<file path="config.mk">
export PLATFORM = sky130hd
export DESIGN_NAME = regfile_wb_queue
export DESIGN_NICKNAME = d
export VERILOG_FILES = /design/src/rtl/regfile_pkg.sv /design/src/rtl/rf_wb_bypass_match.sv /design/src/rtl/regfile_wb_queue.sv
export SDC_FILE = /design/constraint.sdc
export NUM_CORES = 1
export LEC_CHECK = 0
export CAP_MARGIN = 25
export CELL_PAD_IN_SITES_DETAIL_PLACEMENT = 1
export CELL_PAD_IN_SITES_GLOBAL_PLACEMENT = 1
export CORE_ASPECT_RATIO = 0.75
export CORE_MARGIN = 1.5
export CORE_UTILIZATION = 38
export CTS_BUF_LIST = sky130_fd_sc_hd__clkbuf_4 sky130_fd_sc_hd__clkbuf_8 sky130_fd_sc_hd__clkbuf_16
export DETAILED_ROUTE_END_ITERATION = 7
export GPL_TIMING_DRIVEN = 0
export PLACE_DENSITY_LB_ADDON = 0.08
export REMOVE_ABC_BUFFERS = 1
export SYNTH_ARGS = -nofsm -noshare
export SYNTH_HDL_FRONTEND = slang
export SYNTH_SLANG_ARGS = --single-unit
</file>
<file path="constraint.sdc">
create_clock -name clk -period 5.1 [get_ports clk]
set_clock_uncertainty 0.15 [all_clocks]
set_input_delay 0.51 -clock clk [delete_from_list [all_inputs] [get_ports clk]]
set_output_delay 0.51 -clock clk [all_outputs]
set_load 0.005 [all_outputs]
</file>
<file path="src/rtl/regfile_pkg.sv">
// Shared types and widths for the register-file writeback path.
package regfile_pkg;

    localparam int unsigned RF_NREGS  = 32;
    localparam int unsigned RF_ADDR_W = 5;
    localparam int unsigned RF_DATA_W = 32;

    // One pending regfile write: destination register and result data.
    typedef struct packed {
        logic [RF_ADDR_W-1:0] addr;
        logic [RF_DATA_W-1:0] data;
    } rf_wb_entry_t;

endpackage

</file>
<file path="src/rtl/rf_wb_bypass_match.sv">
// Newest-first associative match of a read address against the valid
// entries of the writeback queue (head through head+count-1).
module rf_wb_bypass_match
    import regfile_pkg::*;
#(
    parameter  int unsigned DEPTH = 2,
    localparam int unsigned PTR_W = $clog2(DEPTH),
    localparam int unsigned CNT_W = $clog2(DEPTH + 1)
) (
    input  rf_wb_entry_t         entries [DEPTH],
    input  logic [PTR_W-1:0]     head,
    input  logic [CNT_W-1:0]     count,
    input  logic [RF_ADDR_W-1:0] raddr,
    output logic                 hit_c,
    output logic [RF_DATA_W-1:0] data_c
);

    logic [PTR_W-1:0] idx;

    // Walk oldest to newest; a later (younger) match overrides an older one.
    always_comb begin
        hit_c  = 1'b0;
        data_c = '0;
        idx    = head;
        for (int unsigned i = 0; i < DEPTH; i++) begin
            idx = PTR_W'(32'(head) + i);
            if (i < 32'(count) && entries[idx].addr == raddr) begin
                hit_c  = 1'b1;
                data_c = entries[idx].data;
            end
        end
    end

endmodule

</file>
<file path="src/rtl/regfile_wb_queue.sv">
// Writeback queue in front of the regfile's single write port, with
// read-side bypass so decode always sees the newest queued value.
module regfile_wb_queue
    import regfile_pkg::*;
#(
    parameter  int unsigned DEPTH = 2,
    localparam int unsigned PTR_W = $clog2(DEPTH),
    localparam int unsigned CNT_W = $clog2(DEPTH + 1)
) (
    input  logic                 clk,
    input  logic                 rst_n,
    input  logic                 in_val,
    output logic                 in_rdy,
    input  logic [RF_ADDR_W-1:0] in_waddr,
    input  logic [RF_DATA_W-1:0] in_wdata,
    input  logic                 rf_wgrant,
    output logic                 rf_wen,
    output logic [RF_ADDR_W-1:0] rf_waddr,
    output logic [RF_DATA_W-1:0] rf_wdata,
    input  logic [RF_ADDR_W-1:0] rd_raddr,
    input  logic [RF_DATA_W-1:0] rf_rdata,
    output logic [RF_DATA_W-1:0] rd_data,
    output logic                 rd_hit,
    output logic [CNT_W-1:0]     count
);

    rf_wb_entry_t         mem [DEPTH];
    logic [PTR_W-1:0]     head;
    logic [PTR_W-1:0]     tail;
    logic                 enq_c;
    logic                 store_c;
    logic                 deq_c;
    logic [CNT_W-1:0]     count_nxt_c;
    logic                 match_hit_c;
    logic [RF_DATA_W-1:0] match_data_c;

    // Handshake completes even for x0; only nonzero destinations are stored.
    assign enq_c   = in_val && in_rdy;
    assign store_c = enq_c && (in_waddr != '0);
    assign deq_c   = (count != '0) && rf_wgrant;

    // Occupancy after this edge.
    always_comb begin
        count_nxt_c = count;
        if (store_c && !deq_c) begin
            count_nxt_c = count + CNT_W'(1);
        end else if (deq_c && !store_c) begin
            count_nxt_c = count - CNT_W'(1);
        end
    end

    // Pointers, occupancy and the registered ready; wrap is natural (DEPTH = 2^k).
    always_ff @(posedge clk or negedge rst_n) begin
        if (!rst_n) begin
            head   <= '0;
            tail   <= '0;
            count  <= '0;
            in_rdy <= 1'b0;
        end else begin
            if (store_c) begin
                tail <= tail + PTR_W'(1);
            end
            if (deq_c) begin
                head <= head + PTR_W'(1);
            end
            count  <= count_nxt_c;
            in_rdy <= (count_nxt_c != CNT_W'(DEPTH));
        end
    end

    // Entry storage; contents are qualified by count so no reset is needed.
    always_ff @(posedge clk) begin
        if (store_c) begin
            mem[tail] <= rf_wb_entry_t'{addr: in_waddr, data: in_wdata};
        end
    end

    assign rf_wen   = deq_c;
    assign rf_waddr = (count != '0) ? mem[head].addr : '0;
    assign rf_wdata = (count != '0) ? mem[head].data : '0;

    rf_wb_bypass_match #(
        .DEPTH (DEPTH)
    ) u_match (
        .entries (mem),
        .head    (head),
        .count   (count),
        .raddr   (rd_raddr),
        .hit_c   (match_hit_c),
        .data_c  (match_data_c)
    );

    // x0 always reads zero; otherwise prefer the youngest queued value.
    assign rd_hit  = (rd_raddr != '0) && match_hit_c;
    assign rd_data = (rd_raddr == '0) ? '0 :
                     match_hit_c      ? match_data_c : rf_rdata;

endmodule
</file>
==> flow_metrics.py, run 1 <==
metrics = {
    "die": {
        "rows": 34,
        "die_w_um": 131,
        "die_y_um": 99.4,
        "dieArea_um2": 13100,
        "io_pins": 152,
        "core_um2": 11800,
        "initial_core_util_pct": 39.8,
    },
    "grt": {
        "grt_usage_pct": 24.8,
        "grt.overflow.total": 0,
        "grt_max_degree": 93,
        "grt_pass1_vias": 4841,
        "antenna_found_initial": 0,
        "grt_pass1_wl_mm": 25.1,
    },
    "clocking": {
        "root_buffer": "clkbuf_16",
        "clkSinkCount": 79,
        "clock_latency_ns": 0.33,
        "cts_tree": "built",
        "numCtsBuffers": 9,
        "h-tree-depth": 3,
        "post_cts_buffers": 3,
        "cts-resized-gates": 0,
        "cts_hold_buf": 0,
        "clk_pin_slew_worst_paths_ns": 0.06,
        "clk_path_buf_depth": 2,
    },
    "worst_setup_path": {
        "r2r-end": "in_rdy",
        "reg2reg_slack_ns": 2.82,
        "slowest_delay_ns": 0.59,
        "r2r-start": "count[1]",
        "worstPathMaxFanout": 92,
        "cp_slowest_cell": "dfrtp_4",
        "cp-end-kind": "output port",
        "required_ns": 4.44,
        "cpMostUsedCell": "buf_8",
        "arrival_ns": 4.22,
        "startpoint_type": "register",
        "crit_type": "register to output port",
        "crit_chain": "buf_16 -> mux2i_1 -> xor2_1 -> nand4_1 -> buf_8 -> buf_8 -> nor2_4 -> buf_16 -> o21ai_2 -> buf_8 -> o21ai_1 -> clkdlybuf4s50_1",
        "reg2reg_depth": 7,
    },
    "drt": {
        "met2_length_mm": 8.13,
        "dr_wl_met3_mm": 1.14,
        "vias": 4491,
        "drtIter0Drc": 158,
        "totalWireLength_mm": 16.1,
        "topRoutingLayerUsed": "met4",
        "avgViaCountPerCell": 5.82,
        "wl_met1_mm": 6.59,
        "wl_per_cell_um": 20.9,
        "remaining_drc_errors": 0,
        "final_antenna_net_count": 0,
        "drt_first_pass_iters": 5,
    },
    "synthesis": {
        "syn_inst": 474,
        "seq_area_frac_synth_pct": 49.9,
        "synth_area_um2": 4700,
        "synth_warnings": 0,
        "synthDistinctLibCells": 33,
        "syn_area_per_cell_um2": 9.93,
        "synth_seq_cells": 79,
    },
    "layout": {
        "syn2layout_area_growth_pct": 44.7,
        "design_area_um2": 6810,
        "drive_above_1_share_pct": 6.57,
        "nets": 684,
        "antenna_cells": 0,
        "fillers": 1285,
    },
    "timing": {
        "tightest_slew_ns": 0.784,
        "setup_slack_ns": 0.224,
        "maxSlewViolCount": 0,
        "hold_viol_final": 0,
        "slew_headroom_pct": 47.7,
        "finalCritPeriodShare_pct": 95.6,
        "setup_tns_ns": 0,
        "setup_viol": 0,
        "rsz0062_at_grt": "false",
        "clock.fmax_mhz": 205,
        "period_minus_slack_ns": 4.88,
    },
    "worst_hold_path": {
        "min_path_type": "primary input to asynchronous set/reset pin",
    },
    "power": {
        "leakagePower_nw": 2.50,
        "power.density_nw_per_um2": 519,
        "peakVddDrop_uv": 310,
    },
    "placed_design": {
        "place_ws_ns": -0.0282,
        "place.gp.congestion": 0.759,
        "numPortBuffers": 151,
        "placed_area_um2": 6500,
        "dpl.hpwl_mm": 10.7,
    },
    "outcome": {
        "outcome": "finished, final reports clean",
    },
    "job": {
        "max_cap_viol_count": 0,
    },
}
## how the worst max path moves through the flow
stage,startpoint,to,slack [ns],depth (start not counted)
6_report,head,rd_data[21],0.22,12
2_1_floorplan,head,rd_data[10],-1.71,6
3_3_place_gp,head,rd_data[25],-6.36,7
3_5_place_dp,head,rd_data[13],-0.03,10
5_1_grt,head,rd_data[11],0.02,12
4_1_cts,head,rd_data[13],0.25,12
## worst max-delay path, delay by kind of cell (launching register included)
kind            cells  cell delay, ns
compound gates      2            0.40
xor+xnor            1            0.23
buf+inv             6            1.76
flops               1            0.59
mux                 1            0.27
simple gates        2            0.57
## metal layers
metal / global-route usage, % / vias to the layer above
met5: 0 / -
li1: - / 2084
met3: 7.65 / 20
met4: 9.49 / 0
met1: 28.2 / 2208
met2: 44.1 / 179
## cell usage in the layout, fill, tap and decap left out, types with 3 or more instances in the layout
cell | Yosys | routed
clkdlybuf4s50_1 | 0 | 151
edfxtp_1 | 74 | 74
inv_1 | 36 | 36
nand2_1 | 33 | 33
a21oi_1 | 32 | 32
nor4_1 | 30 | 30
nand4_1 | 30 | 30
nand2b_1 | 30 | 30
o21ai_1 | 31 | 30
a22oi_1 | 29 | 29
a311oi_1 | 29 | 29
mux2i_1 | 13 | 13
nor2_1 | 11 | 10
clkbuf_16 | 0 | 9
xnor2_1 | 7 | 7
xor2_1 | 7 | 7
o31ai_1 | 6 | 6
buf_8 | 0 | 6
buf_16 | 0 | 5
or3_1 | 4 | 4
clkbuf_4 | 0 | 4
dfrtp_1 | 5 | 4
o311ai_1 | 3 | 3
a31oi_1 | 3 | 3
buf_12 | 0 | 3
## registers in the layout, indices dropped and copies added (netlist names)
signal	cells
head	1
tail	1
in_rdy	1
mem	74
count	2
## cell usage after synthesis, drive strengths merged
cell    instances  area [um^2]
nand2          33          124
a311oi         29          254
and4            1         8.76
xnor2           7         61.3
buf            16          105
o311ai          3         26.3
a22oi          29          218
maj3            2         20.0
nor2b           2         12.5
a31oi           3         18.8
o31ai           6         45.0
edfxtp         74         2220
a21oi          32          160
dfrtp           5          125
o311a           1         10.0
ha              2         25.0
clkbuf         32          120
nor3b           1         12.5
nand4          30          188
nor4           30          188
or3             4         25.0
nor3            1         5.00
nand2b         30          188
inv            36          135
nand3b          1         7.51
xor2            7         61.3
nor2           11         41.3
o21ai          31          155
mux2i          13          130
and2            2         12.5
## final cells by class
type	instances	area, um^2	share of cell area, %
clock buffers	14	269	3.95
clock inverters	2	10.0	0.147
multi-input cells	311	2030	29.8
repair buffers	167	1810	26.6
well taps	162	203	2.98
inverters	36	135	1.98
flip-flops and latches	79	2350	34.5
## power by group
part / leakage, nW / internal [mW] / switching [mW] / total (mW)
logic: 1.61 / 0.945 / 1.00 / 1.95
registers: 0.744 / 0.879 / 0.105 / 0.984
clock network: 0.144 / 0.363 / 0.238 / 0.601
## cells by family after synthesis
group           Yosys count  share of synthesized area, %
simple gates            146                          17.3
fa+ha+maj                 4                         0.957
buf+inv                  84                          7.66
mux                      13                          2.77
xor+xnor                 14                          2.61
compound gates          134                          18.9
flops                    79                          49.9
## metrics by stage
step | instances | hold WS [ns] | power (mW) | util [%]
after floorplan | 426 | 0.0644 | 1.89 | -
after global placement | 739 | 0.319 | 2.73 | 52.4
after detailed placement | 752 | 0.383 | 2.90 | 55.0
after CTS | 771 | 0.252 | 3.55 | 57.6
after global routing | 771 | 0.252 | 3.74 | 57.6
final | 771 | 0.253 | 3.53 | 57.6
Power figures use the tool's default switching activity.
==> run 2, diff against run 1 <==
--- a/config.mk
+++ b/config.mk
@@ -5,7 +5,7 @@
 export SDC_FILE = /design/constraint.sdc
 export NUM_CORES = 1
 export LEC_CHECK = 0
-export CAP_MARGIN = 25
+export CAP_MARGIN = 20
 export CELL_PAD_IN_SITES_DETAIL_PLACEMENT = 1
 export CELL_PAD_IN_SITES_GLOBAL_PLACEMENT = 1
 export CORE_ASPECT_RATIO = 0.75
==> constraint.sdc (replaced) <==
create_clock -name clk -period 6 [get_ports clk]
set_clock_uncertainty 0.15 [all_clocks]
set_input_delay 0.6 -clock clk [delete_from_list [all_inputs] [get_ports clk]]
set_output_delay 0.6 -clock clk [all_outputs]
set_load 0.005 [all_outputs]
==> run 2 against run 1 <==
Global-route usage down 0.51 points. Cell area down 0.37%. Register-to-register slack better by 0.96 ns. Non-clock buffer count down 3. Sequential power down 13%. Critical endpoint unchanged. Worst setup slack better by 0.17 ns. Combinational power down 17%. Power down 15%. Largest power group unchanged. Clock-buffer cell count down 4.
==> flow_metrics.py, run 2 (same netlist as run 1, synthesis figures left out) <==
metrics = {
    "layout": {
        "antenna_cells": 0,
        "seq_area_um2": 2350,
        "largest-register": "mem",
        "largest_reg_flops": 74,
        "instances_no_fill": 768,
        "design_area_um2": 6780,
        "fillers": 1275,
        "mostFrequentLayoutCells": "151 x clkdlybuf4s50_1, 74 x edfxtp_1, 36 x inv_1, 33 x nand2_1, 32 x a21oi_1",
        "drive_above_1_share_pct": 5.61,
        "multi_input_area_um2": 2030,
        "reg_top3": "mem x74, count x2",
        "layout_commonest_cell": "clkdlybuf4s50_1",
        "nets": 681,
        "syn2layout_area_growth_pct": 44.2,
        "utilization_pct": 57.4,
    },
    "worst_setup_path": {
        "startpoint_type": "register",
        "arrival_ns": 4.86,
        "reg2reg_slack_ns": 3.78,
        "worstPathMaxFanout": 92,
        "required_ns": 5.25,
        "crit_type": "register to output port",
        "startpoint": "head",
        "r2r-start": "count[1]",
        "cp-end-kind": "output port",
    },
    "grt": {
        "grt_max_degree": 93,
        "grt_pass1_vias": 4807,
        "grt.overflow.total": 0,
        "grt_usage_pct": 24.3,
        "antenna_found_initial": 0,
        "grt_use_met3_pct": 6.57,
        "top_usage_layer": "met2",
        "grt_util_met1_pct": 27.5,
        "grt_pass1_wl_mm": 24.7,
        "grt_use_met2_pct": 44.0,
    },
    "timing": {
        "slew_headroom_pct": 34.2,
        "rsz0062_at_grt": "false",
        "finalCritPeriodShare_pct": 93.5,
        "setup_tns_ns": 0,
        "hold_viol_final": 0,
        "maxSlewViolCount": 0,
        "clock.fmax_mhz": 178,
        "holdWs_ns": 0.338,
        "tightest_slew_ns": 0.984,
        "setup_viol": 0,
        "setup_slack_ns": 0.391,
        "period_minus_slack_ns": 5.61,
    },
    "power": {
        "comb_power_share_pct": 53.9,
        "switching_share_pct": 38.0,
        "power.density_nw_per_um2": 442,
        "fin_total_pwr_mw": 3.00,
        "leakagePower_nw": 2.48,
        "p_int_mw": 1.86,
        "peakVddDrop_uv": 276,
        "clockPowerShare_pct": 17.7,
        "p_seq_share_pct": 28.4,
        "p_sw_mw": 1.14,
    },
    "placed_design": {
        "place_ws_ns": 0.779,
        "dpl.cell_count": 751,
        "numPortBuffers": 151,
        "placed_area_um2": 6470,
        "place.gp.congestion": 0.759,
        "dpl.hpwl_mm": 10.7,
    },
    "worst_hold_path": {
        "min_path_type": "primary input to asynchronous set/reset pin",
    },
    "drt": {
        "drt_first_pass_iters": 4,
        "drtIter0Drc": 220,
        "wl_per_cell_um": 20.7,
        "remaining_drc_errors": 0,
        "avgViaCountPerCell": 5.74,
        "vias": 4412,
        "totalWireLength_mm": 15.9,
        "final_antenna_net_count": 0,
    },
    "outcome": {
        "outcome": "finished, final reports clean",
    },
    "die": {
        "io_pins": 152,
        "die_y_um": 99.4,
        "core_um2": 11800,
        "die_w_um": 131,
        "rows": 34,
        "dieArea_um2": 13100,
        "initial_core_util_pct": 39.8,
    },
    "clocking": {
        "clk_path_buf_depth": 2,
        "cts-resized-gates": 0,
        "clkSinkCount": 79,
        "h-tree-depth": 3,
        "numCtsBuffers": 9,
        "clock_latency_ns": 0.34,
        "post_cts_buffers": 0,
        "cts_tree": "built",
        "root_buffer": "clkbuf_16",
        "cts_hold_buf": 0,
        "clk_pin_slew_worst_paths_ns": 0.06,
    },
    "job": {
        "max_cap_viol_count": 0,
    },
}
==> run 2: critical path, stage by stage (launching register included) <==
cell	delay [ns]
dfrtp_4	0.70
buf_16	0.36
mux2i_1	0.26
xor2_1	0.29
nand3b_1	0.72
nor2_4	0.67
buf_16	0.24
o21ai_2	0.25
buf_8	0.28
o21ai_1	0.15
clkdlybuf4s50_1	0.53
==> run 2: area by class of cell <==
type | count | share of cell area [%]
repair buffers | 164 | 26.3
clock inverters | 6 | 0.756
clock buffers | 10 | 3.43
flip-flops and latches | 79 | 34.7
multi-input cells | 311 | 29.9
well taps | 162 | 2.99
inverters | 36 | 1.99
==> run 2: layer usage <==
layer,vias up,routed length (um)
met2,156,8020
li1,2076,-
met4,0,279
met1,2157,6610
met3,23,988
met5,-,0
==> run 2: power by group through the flow <==
stage	combinational (mW)	clock, mW	sequential (mW)
floorplan	0.719	0	0.890
global placement	1.39	0	0.929
detailed placement	1.60	0	0.861
CTS	1.62	0.538	0.851
global route	1.74	0.555	0.870
finish	1.62	0.529	0.852
==> run 2: path summary, 6_finish.rpt <==
kind                            depth (start not counted)           to
worst max-delay path                                   10  rd_data[21]
worst min-delay path                                    1     count[1]
worst max register to register                          7       in_rdy
worst min register to register                          1         tail
max in group asynchronous                               1         head
min in group clk                                        1         tail
==> run 3, diff against run 2 <==
--- a/config.mk
+++ b/config.mk
@@ -9,7 +9,7 @@
 export CELL_PAD_IN_SITES_DETAIL_PLACEMENT = 1
 export CELL_PAD_IN_SITES_GLOBAL_PLACEMENT = 1
 export CORE_ASPECT_RATIO = 0.75
-export CORE_MARGIN = 1.5
+export CORE_MARGIN = 1
 export CORE_UTILIZATION = 38
 export CTS_BUF_LIST = sky130_fd_sc_hd__clkbuf_4 sky130_fd_sc_hd__clkbuf_8 sky130_fd_sc_hd__clkbuf_16
 export DETAILED_ROUTE_END_ITERATION = 7
==> run 3 against run 2 <==
Core utilization up 0.26 points. Register-to-register slack worse by 0.30 ns. Fmax rose by 5.1%. Cell count rose by 0.13%. Worst setup slack better by 0.27 ns. Die area shrank 1.8%. Via count fell by 0.70%. Critical path type unchanged. Wire length shrank 1.2%. Hold slack lost 0.0096 ns. First-iteration DRC count shrank 2.3%. Sequential share of layout area fell by 0.16 points. Global-route usage increased by 1.1 points.
==> flow_metrics.py, run 3 (same netlist as run 1, synthesis figures left out) <==
metrics = {
    "worst_setup_path": {
        "reg2reg_depth": 8,
        "required_ns": 5.25,
        "worstPathMaxFanout": 62,
        "startpoint_type": "register",
        "cp-end-kind": "output port",
        "reg2reg_slack_ns": 3.48,
        "r2r-end": "in_rdy",
        "r2r-start": "count[1]",
        "arrival_ns": 4.59,
        "crit_type": "register to output port",
    },
    "grt": {
        "grt_max_degree": 76,
        "grt.overflow.total": 0,
        "grt_usage_pct": 25.4,
        "top_usage_layer": "met2",
        "grt_use_met3_pct": 8.11,
        "grt_use_met2_pct": 43.6,
        "grt_pass1_wl_mm": 24.4,
        "antenna_found_initial": 0,
        "grt_pass1_vias": 4708,
        "grt_util_met1_pct": 29.7,
    },
    "drt": {
        "final_antenna_net_count": 0,
        "avgViaCountPerCell": 5.70,
        "drt_first_pass_iters": 5,
        "vias": 4381,
        "remaining_drc_errors": 0,
        "wl_per_cell_um": 20.4,
        "drtIter0Drc": 215,
        "totalWireLength_mm": 15.7,
    },
    "power": {
        "fin_total_pwr_mw": 3.04,
        "leakagePower_nw": 2.49,
        "peakVddDrop_uv": 260,
        "power.density_nw_per_um2": 446,
    },
    "die": {
        "io_pins": 152,
        "core_um2": 11800,
        "die_y_um": 98.4,
        "die_w_um": 130,
        "initial_core_util_pct": 39.8,
        "dieArea_um2": 12800,
        "rows": 34,
    },
    "clocking": {
        "cts-resized-gates": 0,
        "cts_hold_buf": 0,
        "clk_pin_slew_worst_paths_ns": 0.06,
        "h-tree-depth": 3,
        "clk_path_buf_depth": 2,
        "clock_latency_ns": 0.34,
        "root_buffer": "clkbuf_16",
        "cts_tree": "built",
        "post_cts_buffers": 0,
        "clkSinkCount": 79,
        "numCtsBuffers": 9,
    },
    "layout": {
        "syn2layout_area_growth_pct": 44.9,
        "fillers": 1288,
        "reg_top3": "mem x74, count x2",
        "layout_commonest_cell": "clkdlybuf4s50_1",
        "drive_above_1_share_pct": 5.28,
        "nets": 681,
        "mostFrequentLayoutCells": "151 x clkdlybuf4s50_1, 74 x edfxtp_1, 36 x inv_1, 33 x nand2_1, 32 x a21oi_1",
        "largest_reg_flops": 74,
        "largest-register": "mem",
    },
    "outcome": {
        "outcome": "finished, final reports clean",
    },
    "timing": {
        "setup_slack_ns": 0.662,
        "setup_viol": 0,
        "setup_tns_ns": 0,
        "clock.fmax_mhz": 187,
        "rsz0062_at_grt": "false",
        "tightest_slew_ns": 1.12,
        "period_minus_slack_ns": 5.34,
        "slew_headroom_pct": 24.9,
        "finalCritPeriodShare_pct": 89.0,
        "maxSlewViolCount": 0,
        "hold_viol_final": 0,
    },
    "worst_hold_path": {
        "min_path_type": "primary input to asynchronous set/reset pin",
    },
    "placed_design": {
        "dpl.hpwl_mm": 11.0,
        "place.gp.congestion": 0.720,
        "place_ws_ns": 1.04,
        "numPortBuffers": 151,
    },
    "job": {
        "max_cap_viol_count": 0,
    },
}
[run 3: stage by stage]
stage	instance area [um^2]	cells	util (%)	hold slack (ns)
floorplan	4480	426	-	0.154
global placement	6190	739	52.4	0.319
detailed placement	6500	752	55.0	0.396
CTS	6810	768	57.6	0.319
global route	6810	768	57.6	0.346
finish	6820	769	57.6	0.328
[run 3: metal layers]
layer  wire length, um  vias up
met5                 0        -
met4               248        0
met3              1090       19
met2              7930      134
met1              6430     2153
li1                  -     2075
[run 3: how the worst max path moves through the flow]
stage          startpoint          end  slack (ns)  cells past startpoint
2_1_floorplan        head  rd_data[10]       -0.90                      6
3_3_place_gp         head  rd_data[12]       -5.32                      7
3_5_place_dp         head  rd_data[10]        1.04                      7
4_1_cts              head  rd_data[10]        0.62                      7
5_1_grt              head  rd_data[24]        0.35                      7
6_report             head  rd_data[10]        0.66                      7
[run 3: area by class of cell]
| cell class | count | area, um^2 | area share, % |
|---|---|---|---|
| Antenna cell | 1 | 2.50 | 0.0367 |
| Clock buffer | 10 | 233 | 3.41 |
| Clock inverter | 6 | 75.1 | 1.10 |
| Inverter | 36 | 135 | 1.98 |
| Multi-Input combinational cell | 311 | 2030 | 29.7 |
| Sequential cell | 79 | 2350 | 34.5 |
| Tap cell | 162 | 203 | 2.97 |
| Timing Repair Buffer | 164 | 1790 | 26.3 |
[run 3: critical path, stage by stage, from the launching register on]
cell and delay (ns):
dfrtp_4 0.87, mux2i_1 0.29, xor2_1 0.25, nor3b_4 0.82, nand2_1 0.94, nand4_1 0.40
o21ai_1 0.14, clkdlybuf4s50_1 0.49
[run 3: power breakdown]
group          switching [mW]  internal [mW]  leakage (nW)  total (mW)
registers               0.130          0.746         0.744       0.876
logic                   0.791          0.799          1.60        1.59
clock network           0.211          0.363         0.150       0.575
total                    1.13           1.91          2.49        3.04
